[src/rtl/arc4_pkg.sv]
// Shared definitions for the ARC4 stream decryptor: FSM state encoding, S-box size,
// per-stage cycle counts and the PRGA sub-step phase codes.
package arc4_pkg;

    localparam int S_SIZE               = 256;
    localparam int INIT_CYCLES          = 256;
    localparam int KSA_CYCLES_PER_ITER  = 5;
    localparam int PRGA_CYCLES_PER_BYTE = 6;

    typedef enum logic [4:0] {
        ST_IDLE   = 5'd0,
        ST_INIT   = 5'd1,
        ST_KSA_A  = 5'd2,
        ST_KSA_B  = 5'd3,
        ST_KSA_C  = 5'd4,
        ST_KSA_D  = 5'd5,
        ST_KSA_E  = 5'd6,
        ST_DROP   = 5'd7,
        ST_LEN_A  = 5'd8,
        ST_LEN_B  = 5'd9,
        ST_PRGA_A = 5'd10,
        ST_PRGA_B = 5'd11,
        ST_PRGA_C = 5'd12,
        ST_PRGA_D = 5'd13,
        ST_PRGA_E = 5'd14,
        ST_PRGA_F = 5'd15
    } arc4_state_e;

    localparam logic [2:0] PH_A = 3'd0;
    localparam logic [2:0] PH_B = 3'd1;
    localparam logic [2:0] PH_C = 3'd2;
    localparam logic [2:0] PH_D = 3'd3;
    localparam logic [2:0] PH_E = 3'd4;
    localparam logic [2:0] PH_F = 3'd5;

    function automatic logic [2:0] prga_phase(input arc4_state_e st);
        case (st)
            ST_PRGA_A: prga_phase = PH_A;
            ST_PRGA_B: prga_phase = PH_B;
            ST_PRGA_C: prga_phase = PH_C;
            ST_PRGA_D: prga_phase = PH_D;
            ST_PRGA_E: prga_phase = PH_E;
            ST_PRGA_F: prga_phase = PH_F;
            default:   prga_phase = PH_A;
        endcase
    endfunction

endpackage

[src/rtl/arc4_prga_step.sv]
// One RC4 PRGA step spread over six phases on a single-port S memory with 1-cycle read latency.
// Holds the PRGA i/j indices; used both for drop-n discards and for real keystream bytes.
module arc4_prga_step
    import arc4_pkg::*;
(
    input  logic       clk,
    input  logic       rst,
    input  logic       clear_i,
    input  logic       active_i,
    input  logic [2:0] phase_i,
    input  logic [7:0] s_rddata_i,
    output logic [7:0] s_addr_o,
    output logic [7:0] s_wrdata_o,
    output logic       s_wren_o,
    output logic [7:0] pad_o
);

    logic [7:0] i_q, i_d;
    logic [7:0] j_q, j_d;
    logic [7:0] si_q, si_d;
    logic [7:0] sj_q, sj_d;

    always_comb begin
        i_d        = i_q;
        j_d        = j_q;
        si_d       = si_q;
        sj_d       = sj_q;
        s_addr_o   = 8'd0;
        s_wrdata_o = 8'd0;
        s_wren_o   = 1'b0;
        pad_o      = 8'd0;
        if (clear_i) begin
            i_d = 8'd0;
            j_d = 8'd0;
        end else if (active_i) begin
            // A: fetch S[i+1]; B: fetch S[j]; C/D: swap; E: fetch pad; F: pad on read data
            case (phase_i)
                PH_A: begin
                    i_d      = i_q + 8'd1;
                    s_addr_o = i_d;
                end
                PH_B: begin
                    si_d     = s_rddata_i;
                    j_d      = j_q + s_rddata_i;
                    s_addr_o = j_d;
                end
                PH_C: begin
                    sj_d       = s_rddata_i;
                    s_addr_o   = i_q;
                    s_wrdata_o = s_rddata_i;
                    s_wren_o   = 1'b1;
                end
                PH_D: begin
                    s_addr_o   = j_q;
                    s_wrdata_o = si_q;
                    s_wren_o   = 1'b1;
                end
                PH_E: begin
                    s_addr_o = si_q + sj_q;
                end
                PH_F: begin
                    pad_o = s_rddata_i;
                end
                default: begin
                end
            endcase
        end
    end

    always_ff @(posedge clk or posedge rst) begin
        if (rst) begin
            i_q  <= 8'd0;
            j_q  <= 8'd0;
            si_q <= 8'd0;
            sj_q <= 8'd0;
        end else begin
            i_q  <= i_d;
            j_q  <= j_d;
            si_q <= si_d;
            sj_q <= sj_d;
        end
    end

endmodule

[src/rtl/arc4_stream.sv]
// ARC4 (RC4-drop[n]) decryptor: fills S, runs KSA, discards DROP_N bytes, then
// decrypts a length-prefixed ciphertext buffer into plaintext memory.
// IDLE wait | INIT S[i]=i | KSA_A..E key schedule | DROP discard | LEN_A/B length | PRGA_A..F decrypt
module arc4_stream
    import arc4_pkg::*;
#(
    parameter int KEY_BYTES = 3,
    parameter int DROP_N    = 0
) (
    input  logic                   clk,
    input  logic                   rst,
    input  logic                   en,
    output logic                   rdy,
    input  logic                   abort,
    input  logic [8*KEY_BYTES-1:0] key,
    output logic [7:0]             s_addr,
    output logic [7:0]             s_wrdata,
    output logic                   s_wren,
    input  logic [7:0]             s_rddata,
    output logic [7:0]             ct_addr,
    input  logic [7:0]             ct_rddata,
    output logic [7:0]             pt_addr,
    output logic [7:0]             pt_wrdata,
    output logic                   pt_wren
);

    localparam logic [10:0] DROP_LAST = (DROP_N > 0) ? 11'(DROP_N - 1) : 11'd0;
    localparam logic [4:0]  KIDX_LAST = 5'(KEY_BYTES - 1);

    arc4_state_e            state_q, state_d;
    logic [8*KEY_BYTES-1:0] key_q, key_d;
    logic [7:0]             i_q, i_d;
    logic [7:0]             j_q, j_d;
    logic [7:0]             si_q, si_d;
    logic [7:0]             sj_q, sj_d;
    logic [7:0]             k_q, k_d;
    logic [7:0]             len_q, len_d;
    logic [4:0]             kidx_q, kidx_d;
    logic [10:0]            drop_cnt_q, drop_cnt_d;
    logic [2:0]             drop_ph_q, drop_ph_d;

    logic [7:0] key_byte;
    logic [7:0] ksa_j;
    logic       step_clear;
    logic       step_active;
    logic       in_prga;
    logic [2:0] step_phase;
    logic [7:0] step_addr;
    logic [7:0] step_wrdata;
    logic       step_wren;
    logic [7:0] step_pad;

    always_comb begin
        key_byte = 8'd0;
        for (int b = 0; b < KEY_BYTES; b++) begin
            if (kidx_q == 5'(b)) begin
                key_byte = key_q[8*(KEY_BYTES-1-b) +: 8];
            end
        end
    end

    assign ksa_j       = j_q + s_rddata + key_byte;
    assign in_prga     = state_q inside {ST_PRGA_A, ST_PRGA_B, ST_PRGA_C,
                                         ST_PRGA_D, ST_PRGA_E, ST_PRGA_F};
    assign step_active = in_prga || (state_q == ST_DROP);
    assign step_clear  = state_q inside {ST_IDLE, ST_INIT, ST_KSA_A, ST_KSA_B,
                                         ST_KSA_C, ST_KSA_D, ST_KSA_E};
    assign step_phase  = (state_q == ST_DROP) ? drop_ph_q : prga_phase(state_q);

    arc4_prga_step u_step (
        .clk        (clk),
        .rst        (rst),
        .clear_i    (step_clear),
        .active_i   (step_active),
        .phase_i    (step_phase),
        .s_rddata_i (s_rddata),
        .s_addr_o   (step_addr),
        .s_wrdata_o (step_wrdata),
        .s_wren_o   (step_wren),
        .pad_o      (step_pad)
    );

    always_comb begin
        state_d    = state_q;
        key_d      = key_q;
        i_d        = i_q;
        j_d        = j_q;
        si_d       = si_q;
        sj_d       = sj_q;
        k_d        = k_q;
        len_d      = len_q;
        kidx_d     = kidx_q;
        drop_cnt_d = drop_cnt_q;
        drop_ph_d  = drop_ph_q;
        case (state_q)
            ST_IDLE: begin
                if (en && !abort) begin
                    key_d   = key;
                    i_d     = 8'd0;
                    state_d = ST_INIT;
                end
            end
            ST_INIT: begin
                i_d = i_q + 8'd1;
                if (i_q == 8'(INIT_CYCLES - 1)) begin
                    j_d     = 8'd0;
                    kidx_d  = 5'd0;
                    state_d = ST_KSA_A;
                end
            end
            ST_KSA_A: state_d = ST_KSA_B;
            ST_KSA_B: begin
                si_d    = s_rddata;
                j_d     = ksa_j;
                state_d = ST_KSA_C;
            end
            ST_KSA_C: begin
                sj_d    = s_rddata;
                state_d = ST_KSA_D;
            end
            ST_KSA_D: state_d = ST_KSA_E;
            ST_KSA_E: begin
                i_d    = i_q + 8'd1;
                kidx_d = (kidx_q == KIDX_LAST) ? 5'd0 : kidx_q + 5'd1;
                if (i_q != 8'(S_SIZE - 1)) begin
                    state_d = ST_KSA_A;
                end else if (DROP_N > 0) begin
                    drop_cnt_d = DROP_LAST;
                    drop_ph_d  = 3'd0;
                    state_d    = ST_DROP;
                end else begin
                    state_d = ST_LEN_A;
                end
            end
            ST_DROP: begin
                if (drop_ph_q == 3'(PRGA_CYCLES_PER_BYTE - 1)) begin
                    drop_ph_d = 3'd0;
                    if (drop_cnt_q == 11'd0) begin
                        state_d = ST_LEN_A;
                    end else begin
                        drop_cnt_d = drop_cnt_q - 11'd1;
                    end
                end else begin
                    drop_ph_d = drop_ph_q + 3'd1;
                end
            end
            ST_LEN_A: state_d = ST_LEN_B;
            ST_LEN_B: begin
                len_d   = ct_rddata;
                k_d     = 8'd1;
                state_d = (ct_rddata == 8'd0) ? ST_IDLE : ST_PRGA_A;
            end
            ST_PRGA_A: state_d = ST_PRGA_B;
            ST_PRGA_B: state_d = ST_PRGA_C;
            ST_PRGA_C: state_d = ST_PRGA_D;
            ST_PRGA_D: state_d = ST_PRGA_E;
            ST_PRGA_E: state_d = ST_PRGA_F;
            ST_PRGA_F: begin
                // k stops at L, so L=255 ends on k=255 without wrapping
                if (k_q == len_q) begin
                    state_d = ST_IDLE;
                end else begin
                    k_d     = k_q + 8'd1;
                    state_d = ST_PRGA_A;
                end
            end
            default: state_d = ST_IDLE;
        endcase
        if (abort && (state_q != ST_IDLE)) begin
            state_d = ST_IDLE;
        end
    end

    always_comb begin
        rdy       = (state_q == ST_IDLE);
        s_addr    = 8'd0;
        s_wrdata  = 8'd0;
        s_wren    = 1'b0;
        ct_addr   = 8'd0;
        pt_addr   = 8'd0;
        pt_wrdata = 8'd0;
        pt_wren   = 1'b0;
        if (step_active) begin
            s_addr   = step_addr;
            s_wrdata = step_wrdata;
            s_wren   = step_wren;
        end
        if (in_prga) begin
            ct_addr = k_q;
        end
        case (state_q)
            ST_INIT: begin
                s_addr   = i_q;
                s_wrdata = i_q;
                s_wren   = 1'b1;
            end
            ST_KSA_A: s_addr = i_q;
            ST_KSA_B: s_addr = ksa_j;
            ST_KSA_D: begin
                s_addr   = i_q;
                s_wrdata = sj_q;
                s_wren   = 1'b1;
            end
            ST_KSA_E: begin
                s_addr   = j_q;
                s_wrdata = si_q;
                s_wren   = 1'b1;
            end
            ST_LEN_B: begin
                pt_addr   = 8'd0;
                pt_wrdata = ct_rddata;
                pt_wren   = 1'b1;
            end
            ST_PRGA_F: begin
                pt_addr   = k_q;
                pt_wrdata = step_pad ^ ct_rddata;
                pt_wren   = 1'b1;
            end
            default: begin
            end
        endcase
    end

    always_ff @(posedge clk or posedge rst) begin
        if (rst) begin
            state_q    <= ST_IDLE;
            key_q      <= '0;
            i_q        <= 8'd0;
            j_q        <= 8'd0;
            si_q       <= 8'd0;
            sj_q       <= 8'd0;
            k_q        <= 8'd0;
            len_q      <= 8'd0;
            kidx_q     <= 5'd0;
            drop_cnt_q <= 11'd0;
            drop_ph_q  <= 3'd0;
        end else begin
            state_q    <= state_d;
            key_q      <= key_d;
            i_q        <= i_d;
            j_q        <= j_d;
            si_q       <= si_d;
            sj_q       <= sj_d;
            k_q        <= k_d;
            len_q      <= len_d;
            kidx_q     <= kidx_d;
            drop_cnt_q <= drop_cnt_d;
            drop_ph_q  <= drop_ph_d;
        end
    end

endmodule

[config.mk]
export PLATFORM = sky130hd
export DESIGN_NAME = arc4_stream
export DESIGN_NICKNAME = d
export VERILOG_FILES = /design/src/rtl/arc4_pkg.sv /design/src/rtl/arc4_prga_step.sv /design/src/rtl/arc4_stream.sv
export SDC_FILE = /design/constraint.sdc
export NUM_CORES = 1
export LEC_CHECK = 0
export ABC_AREA = 1
export CAP_MARGIN = 20
export CORE_MARGIN = 2
export CORE_UTILIZATION = 55
export DETAILED_ROUTE_END_ITERATION = 8
export PLACE_DENSITY = 0.78
export SKIP_CTS_REPAIR_TIMING = 1
export SLEW_MARGIN = 20
export SYNTH_ARGS = -nofsm -noshare
export SYNTH_HDL_FRONTEND = slang
export SYNTH_HIERARCHICAL = 1
export SYNTH_SLANG_ARGS = --single-unit
export TNS_END_PERCENT = 1
[constraint.sdc]
create_clock -name clk -period 5.1 [get_ports clk]
set_clock_uncertainty 0.1 [all_clocks]
set_input_delay 1.02 -clock clk [delete_from_list [all_inputs] [get_ports clk]]
set_output_delay 1.02 -clock clk [all_outputs]
set_load 0.005 [all_outputs]
# == Yosys cells after proc, flatten, opt, wreduce, memory -nomap -nowiden ==
# Index checks and enable logic that the tools add are counted.
# W data, S select, Z words.
# classes
add_sub_neg,10
n_mul,0
div_mod_pow,0
magnitude_cmp,0
n_eq_ne,33
n_shift,0
mux,49
bitwise,3
n_reduce_logical,35
# op_table
operator,count
$mux W8,21
$pmux W5 S16,1
$pmux W8 S2,5
$pmux W8 S3,2
$eq A5 B4 Y1 const B,8
$pmux W8 S5,1
$mux W5,7
$add A8 B8 Y8,4
$add A8 B1 Y8 const B,3
$eq A5 B3 Y1 const B,4
$eq A5 B2 Y1 const B,3
$pmux W3 S5,1
$reduce_and A2 Y1,7
$reduce_bool A2 Y1,7
$mux W4,3
$ne A3 B1 Y1 const B,4
$logic_not A11 Y1,1
$sub A11 B1 Y11 const B,1
$eq A5 B1 Y1 const B,2
$logic_not A5 Y1,2
$pmux W5 S2,1
$eq A3 B3 Y1 const B,3
$reduce_and A3 Y1,3
$eq A8 B8 Y1,1
23 further kinds,35
# word_totals
regBits,128
latchBits,0
ram_bits,0
romBits,0
in_bits,44
out_inout_bits,43
mem_count,0

# == Longest topological paths before layout ==
# Gate-level depths: netlist (run 1).
# depth
ltp_word,9
depth_mapped,19
mapped_depth_nobuf,19

# == Cells and area by module ==
# Netlist (run 1), hierarchy kept.
# modules_own_cells
module,instances,cells_each,area_per_inst_um2,seq_area_each_um2
arc4_stream,1,706,5704.2,2377.3
arc4_prga_step,1,363,2493.6,800.8

# == Worst setup path after synthesis (run 1) ==
# Ideal clock, no wire load.
# synth_path
path_type,register -> output
startpoint,register kidx_q[0]
endpoint,output s_addr[7]
t_arrival_ns,2.844
slack_ns,1.136
stages_incl_launch_ff,16
n_path_buf,1
cell_sequence,dfrtp_1 inv_1 ha_1 nand3_2 buf_1 a31oi_1 fa_1 ha_1 inv_1 fa_1 nor3_1 nor2_1 inv_1 nand3_1 nand3_1 nand3_1
# synth_between
elab_chain_len,6
elab_cells_between_ends,8
# synth_lines
item,line_no,source
from (decl),arc4_stream.sv:38,"logic [4:0] kidx_q, kidx_d;"
from (signal assigned),arc4_stream.sv:246,kidx_q <= kidx_d;
$logic_not A5 Y1,arc4_stream.sv:56,if (kidx_q == 5'(b)) begin
$mux W8 (2 in series),arc4_stream.sv:56,
$mux W8 *,arc4_stream.sv:56,
$add A8 B8 Y8 *,arc4_stream.sv:62,assign ksa_j = j_q + s_rddata + key_byte;
$pmux W8 S3 *,arc4_stream.sv:191,case (state_q)
to (decl),arc4_stream.sv:16,"output logic [7:0] s_addr,"
# Mark *: on every way between the ends. The rest lies on a longest branch, timed or not.

# == Worst setup path in the final report (run 1) ==
# layout_path
startpoint,register kidx_q[1]
endpoint,output s_addr[6]
# The elaborated chain is that of the path after synthesis.

==> reports/summary.txt, run 1 <==
Run status: finished clean
Nature of the critical path endpoint: primary output
Antenna violations before repair: 0
EDFF count, synth: 0
Async set or reset register ratio after synthesis: 100%
Met3 track utilization from global routing: 7.14%
Root Driver: clkbuf_16
Vias: 7,602
Unique masters post-synth: 42
Register share of total power: 29.6%
Clk Latency, worst-skew pair: 0.42 ns
Yosys top cell by area: dfrtp_1
GRT overflow: 0
Mapped Area: 0.00820 sq mm
Pins Over Slew Limit: 0
Worst Tran Pin Value: 0.977 ns
RSZ-0062 raised after global routing: yes
Core ar.: 0.0145 sq mm
Net switching power: 1910 uW
Clock buffer depth: 2
All-Layer GR Usage: 28.6%
H-tree lvl count: 4
Met1 usage in global routing: 36.9%
FMAX: 201 MHz
Worst VDD drop: 436 uV
Die height: 126 microns
Share of the synthesized area in the top cell type: 38.8%
Critical Path Start Type: flip-flop
Period utilisation layout: 97.7%
Pin count of the biggest net entering global routing: 77
GR peak layer: met2
Met2 usage: 46.4%
Max-cap viol count: 0
Total I/O pin count: 87
Fin util: 69.2%
Final ANT Viol Nets: 0
Cell internal pwr: 3130 uW
Cts bufs inserted: 17
Final Total Pwr: 5040 uW
Die ar.: 0.0159 sq mm
DRC Markers: 0
Placed inst area: 0.00926 sq mm
Synth Area per Inst: 7.67 sq um
Switching Fraction: 37.9%
Flops & latches, synth: 127
First-pass GRT wire length: 36.2 mm
Final count of negative-setup-slack endpoints: 0
Setup TNS: 0 ns
DR pass1 iterations: 7
Share of post-route cells with drive strength above 1: 10.4%
Combinational power share: 41.9%
Vias per cell: 5.57
Worst path required time: 3.98 ns
Post-Synthesis Cells: 1,069
Hold WC Path Type: reg -> reg
1st-iter DRT viols: 734
Kind of critical path: reg -> out
Top FF cell, synth: dfrtp_1
Leakage: 0.00486 uW
Vias in the first global route: 7,340
Worst EP arrival: 3.86 ns
Ant diodes: 0
Clk slew on worst S/H paths: 0.06 ns
Sequential-to-total area share from yosys stat: 38.8%
Initial Util: 56.4%
Yosys warns: 6
Cell Rows: 44
Final Cell Area: 0.0101 sq mm
Syn nets: 1,151
Die Wd: 126 microns
Pwr Density: 501 mW/mm^2
PortBufs: 86
Overall routed net length: 22.1 mm
GP Congestion: 0.950
Power share of the clock group: 28.6%
Clk sinks: 127
WL per Instance: 16.2 microns
Area grow syn2layout: 22.6%
DP HPWL: 16.0 mm
Hold_ws: 0.387 ns
Worst relative slew slack: 34.8%
Post-layout minimum cycle time: 4.98 ns
CTS tree: built
Final nets: 1,251
Final Hold Vio Count: 0
Synth top area cells: dfrtp_1, nand2_1, inv_1, o21ai_0, ha_1
Critical path fanouts, max: 8
power groups by stage:
stage / logic (uW) / registers, uW / clock network (uW)
2_1_floorplan: 1410 / 1430 / 0
3_3_place_gp: 1920 / 1490 / 0
3_5_place_dp: 1970 / 1500 / 0
4_1_cts: 2010 / 1490 / 1450
5_1_grt: 2350 / 1520 / 1500
6_report: 2110 / 1490 / 1440
per-stage QoR:
step	instances	setup WS (ns)
floorplan	1069	1.14
global placement	1330	0.178
detailed placement	1330	0.108
CTS	1362	-0.194
global route	1366	-0.122
finish	1366	0.116
routing by layer:
layer / vias to the layer above / routed length [microns]
met3: 45 / 1350
met1: 3587 / 9500
met5: - / 0
met2: 266 / 10600
li1: 3704 / -
met4: 0 / 595
path summary, 6_finish.rpt:
check,startpoint,cells past startpoint,slack (ns),end
max in group asynchronous,rst,3,2.93,i_q[0]
worst min-delay path,sj_q[0],2,0.39,sj_q[0]
worst max-delay path,kidx_q[1],15,0.12,s_addr[6]
min in group asynchronous,rst,3,0.98,u_step/sj_q[1]
worst max register to register,kidx_q[0],15,1.89,j_q[7]
worst min register to register,sj_q[0],2,0.39,sj_q[0]
layout make-up:
class / count / area (sq um)
timing repair buffer: 101 / 978
sequential: 127 / 3180
fill: 1195 / 4480
clock inverter: 10 / 231
clock buffer: 22 / 464
inverter: 169 / 637
multi-input combinational: 753 / 4330
tap: 184 / 230
cell usage after synthesis, types with 7 or more instances:
master and n:
o21ai_0 83, xnor2_1 22, fa_1 10, mux2_2 23, nand2_1 242, nand2_2 7, dfrtp_1 127, a21oi_1 21
o22ai_1 38, nand4_1 18, inv_1 153, nand3_1 70, a31oi_1 9, clkbuf_1 7, o21ai_1 7, inv_2 14
nor2_1 91, ha_1 28, nor3_1 18, xor2_1 21, o2111ai_1 12
cells by family after synthesis:
group	synth area share, %
AND/OR/NAND/NOR	25.0
multiplexers	3.16
AO/OA/AOI/OAI	12.6
XOR/XNOR	4.59
buffers and inverters	9.11
adder cells (fa/ha/maj)	6.72
flip-flops	38.8
critical path: stages (launching register included):
cell and delay, ns:
dfrtp_1 0.42, inv_2 0.09, ha_2 0.20, inv_2 0.09
nor2_4 0.16, nand2_1 0.08, a31oi_2 0.27, fa_1 0.47
ha_1 0.37, a21o_1 0.21, nand2_1 0.07, nand3_1 0.13
a21oi_1 0.15, o21ai_0 0.12, nand4_1 0.10, clkdlybuf4s50_1 0.53
flip-flops by register name (all words and copies together), names as in the netlist:
register     flops
u_step/i_q       8
i_q              8
k_q              8
state_q          4
len_q            8
u_step/j_q       8
sj_q             8
u_step/sj_q      8
drop_ph_q        3
kidx_q           5
drop_cnt_q      11
si_q             8
j_q              8
u_step/si_q      8
key_q           24
cells in the final DEF, fill, tap and decap left out, types with 3 or more instances in the layout:
cell,Yosys,routed
a31oi_1,9,4
nor2_2,3,3
o21ai_0,83,81
bufinv_16,0,7
or2_2,6,6
clkbuf_16,0,17
fa_1,10,9
dfrtp_1,127,127
a21oi_1,21,21
nor3_1,18,18
o211ai_1,3,3
nand2_1,242,241
clkdlybuf4s50_1,0,84
ha_1,28,27
a31oi_2,0,5
xor2_1,21,21
o22ai_1,38,38
xnor2_1,22,22
nand3_1,70,70
buf_4,2,15
nand4_1,18,18
nor2_4,5,7
inv_1,153,150
inv_2,14,16
o2111ai_1,12,12
nand2_2,7,8
o21ai_1,7,9
mux2_2,23,23
clkbuf_1,7,3
nor2_1,91,89
Note: power is estimated with default switching activity, not from simulation.
==> inputs of run 2 (changes only) <==
--- a/config.mk
+++ b/config.mk
@@ -8,9 +8,10 @@
 export ABC_AREA = 1
 export CAP_MARGIN = 20
 export CORE_MARGIN = 2
-export CORE_UTILIZATION = 55
+export CORE_UTILIZATION = 58
 export DETAILED_ROUTE_END_ITERATION = 8
-export PLACE_DENSITY = 0.78
+export MAX_ROUTING_LAYER = met4
+export PLACE_DENSITY = 0.81
 export SKIP_CTS_REPAIR_TIMING = 1
 export SLEW_MARGIN = 20
 export SYNTH_ARGS = -nofsm -noshare
==> reports/summary.txt, run 2 (same netlist as run 1, synthesis figures left out) <==
Most common cell after layout, fill and taps aside: nand2_1
Worst EP arrival: 3.96 ns (+0.10 ns)
Placed insts: 1,326 (-0.30%)
DP HPWL: 16.3 mm (+1.8%)
H-tree lvl count: 4 (unchanged)
Leakage: 0.00478 uW (-1.7%)
Vias per cell: 5.80 (+4.2%)
Multi-input logic area: 0.00438 sq mm (+1.1%)
FF+latch area: 0.00318 sq mm (about the same)
Biggest regs: key_q: 24 flops, drop_cnt_q: 11 flops
Die ar.: 0.0151 sq mm (-5.0%)
Fin worst setup slack: 0.0227 ns (-0.0934 ns)
CP Buf/Inv Count: 3 (unchanged)
Final ANT Viol Nets: 0 (unchanged)
Worst Tran Pin Value: 0.786 ns (-0.191 ns)
PortBufs: 86 (unchanged)
Final count of negative-setup-slack endpoints: 0 (unchanged)
Crit-path slowest cell: clkdlybuf4s50_1
Worst VDD drop: 503 uV (+15%)
Clk sinks: 127 (unchanged)
Initial Util: 59.3% (+2.9 points)
Post-layout minimum cycle time: 5.08 ns (+0.0934 ns)
GP Congestion: 0.972 (+2.2%)
Delay-heaviest family, CP: simple AND/OR/NAND/NOR gates
Root Driver: clkbuf_16
DR pass1 iterations: 6 (-1)
DRC Markers: 0 (unchanged)
Critical path startpoint: kidx_q[2]
FMAX: 197 MHz (-1.8%)
All-Layer GR Usage: 31.3% (+2.8 points)
Pins Over Slew Limit: 0 (unchanged)
Die Wd: 123 microns (-2.5%)
Worst path most repeated cell: nand3_1
Max-cap viol count: 0 (unchanged)
Hold_ws: 0.387 ns (+0.000811 ns)
Ant diodes: 0 (unchanged)
Vias: 7,886 (+3.7%)
Kind of critical path: reg -> out
Final nets: 1,252 (+0.080%)
Slowest stage delay, CP: 0.50 ns (-0.03 ns)
Core ar.: 0.0138 sq mm (-4.9%)
Vias in the first global route: 7,368 (+0.38%)
Worst path required time: 3.98 ns (about the same)
GRT overflow: 0 (unchanged)
Share of post-route cells with drive strength above 1: 10.5% (+0.10 points)
First-pass GRT wire length: 35.5 mm (-1.9%)
Crit-path cells: nor2_4 > nand2_1 > nor2_1 > buf_4 > nand3_1 > a31oi_2 > fa_1 > ha_1 > a21oi_1 > o21ai_0 > nor2_1 > inv_1 > nand3_1 > nand3_1 > nand3_1 > clkdlybuf4s50_1
Largest Register: key_q
R2R Path Start: kidx_q[0]
Clk slew on worst S/H paths: 0.05 ns (about the same)
RSZ-0062 raised after global routing: yes
Setup TNS: 0 ns (unchanged)
Critical path fanouts, max: 6 (-2)
1st-iter DRT viols: 860 (+17%)
Period utilisation layout: 99.6% (+1.8 points)
Die height: 123 microns (-2.5%)
Pre-CTS WS: 0.0806 ns (-0.0271 ns)
Worst relative slew slack: 47.6% (+13 points)
Cell Rows: 43 (-2.3%)
Pwr Density: 497 mW/mm^2 (-0.78%)
Overall routed net length: 22.4 mm (+1.6%)
Final Hold Vio Count: 0 (unchanged)
Total I/O pin count: 87 (unchanged)
Critical Path Start Type: flip-flop
WL per Instance: 16.5 microns (+2.1%)
Fin cells: 1,360 (-0.44%)
Hold Path Origin: si_q[6]
CTS tree: built
Run status: finished clean
Antenna violations before repair: 0 (unchanged)
Hold WC Path Type: reg -> reg
Clk Latency, worst-skew pair: 0.42 ns (about the same)
Pin count of the biggest net entering global routing: 84 (+9.1%)
FILL cells: 1,063 (-11%)
Clock buffer depth: 2 (unchanged)
Nature of the critical path endpoint: primary output
Max reg flops: 24 (unchanged)
Area grow syn2layout: 21.4%
Cts bufs inserted: 17 (unchanged)
Most frequent cells in the layout: nand2_1, inv_1, dfrtp_1
==> run 2: final timing paths <==
| kind | to | slack, ns | depth (start not counted) |
|---|---|---|---|
| max | s_addr[7] | 0.02 | 16 |
| min | si_q[6] | 0.39 | 2 |
| max reg2reg | j_q[7] | 1.83 | 15 |
| min reg2reg | si_q[6] | 0.39 | 2 |
| max in group asynchronous | key_q[1] | 3.15 | 3 |
| min in group asynchronous | u_step/si_q[3] | 1.04 | 3 |
==> run 2: through the flow <==
step / total power (uW) / cell area [sq um] / utilization [%]
final: 4950 / 9950 / 72.0
after global routing: 5240 / 9950 / 72.0
after CTS: 4660 / 9800 / 70.9
after detailed placement: 3500 / 9260 / 66.9
after global placement: 3420 / 9260 / 66.9
after floorplan: 2840 / 8200 / -
==> run 2: area by class of cell <==
cell class                 instances  share of cell area, %
clock buffer                      21                   4.53
tap                              180                   2.26
clock inverter                     8                  0.930
multi-input combinational        753                   44.0
sequential                       127                   32.0
timing repair buffer             102                   9.88
inverter                         169                   6.43
==> run 2: where the power goes <==
group / internal, uW / switching (uW)
Combinational: 970 / 1340
Sequential: 1290 / 216
Clock: 718 / 421
==> run 2: worst register-to-register path, delay by kind of cell (launching register included) <==
| kind | cells | cell delay, ns |
|---|---|---|
| AOI/OAI and AO/OA | 2 | 0.18 |
| adders and majority gates | 4 | 1.35 |
| buffers and inverters | 3 | 0.26 |
| DFF | 1 | 0.41 |
| and+or+nand+nor | 6 | 0.86 |
==> run 2: per-layer routing <==
metal	up-vias	track usage [%]	wire length, microns
li1	3717	-	-
met1	3730	39.1	9150
met2	376	50.0	10800
met3	63	6.18	1700
met4	0	12.9	760
met5	-	-	0
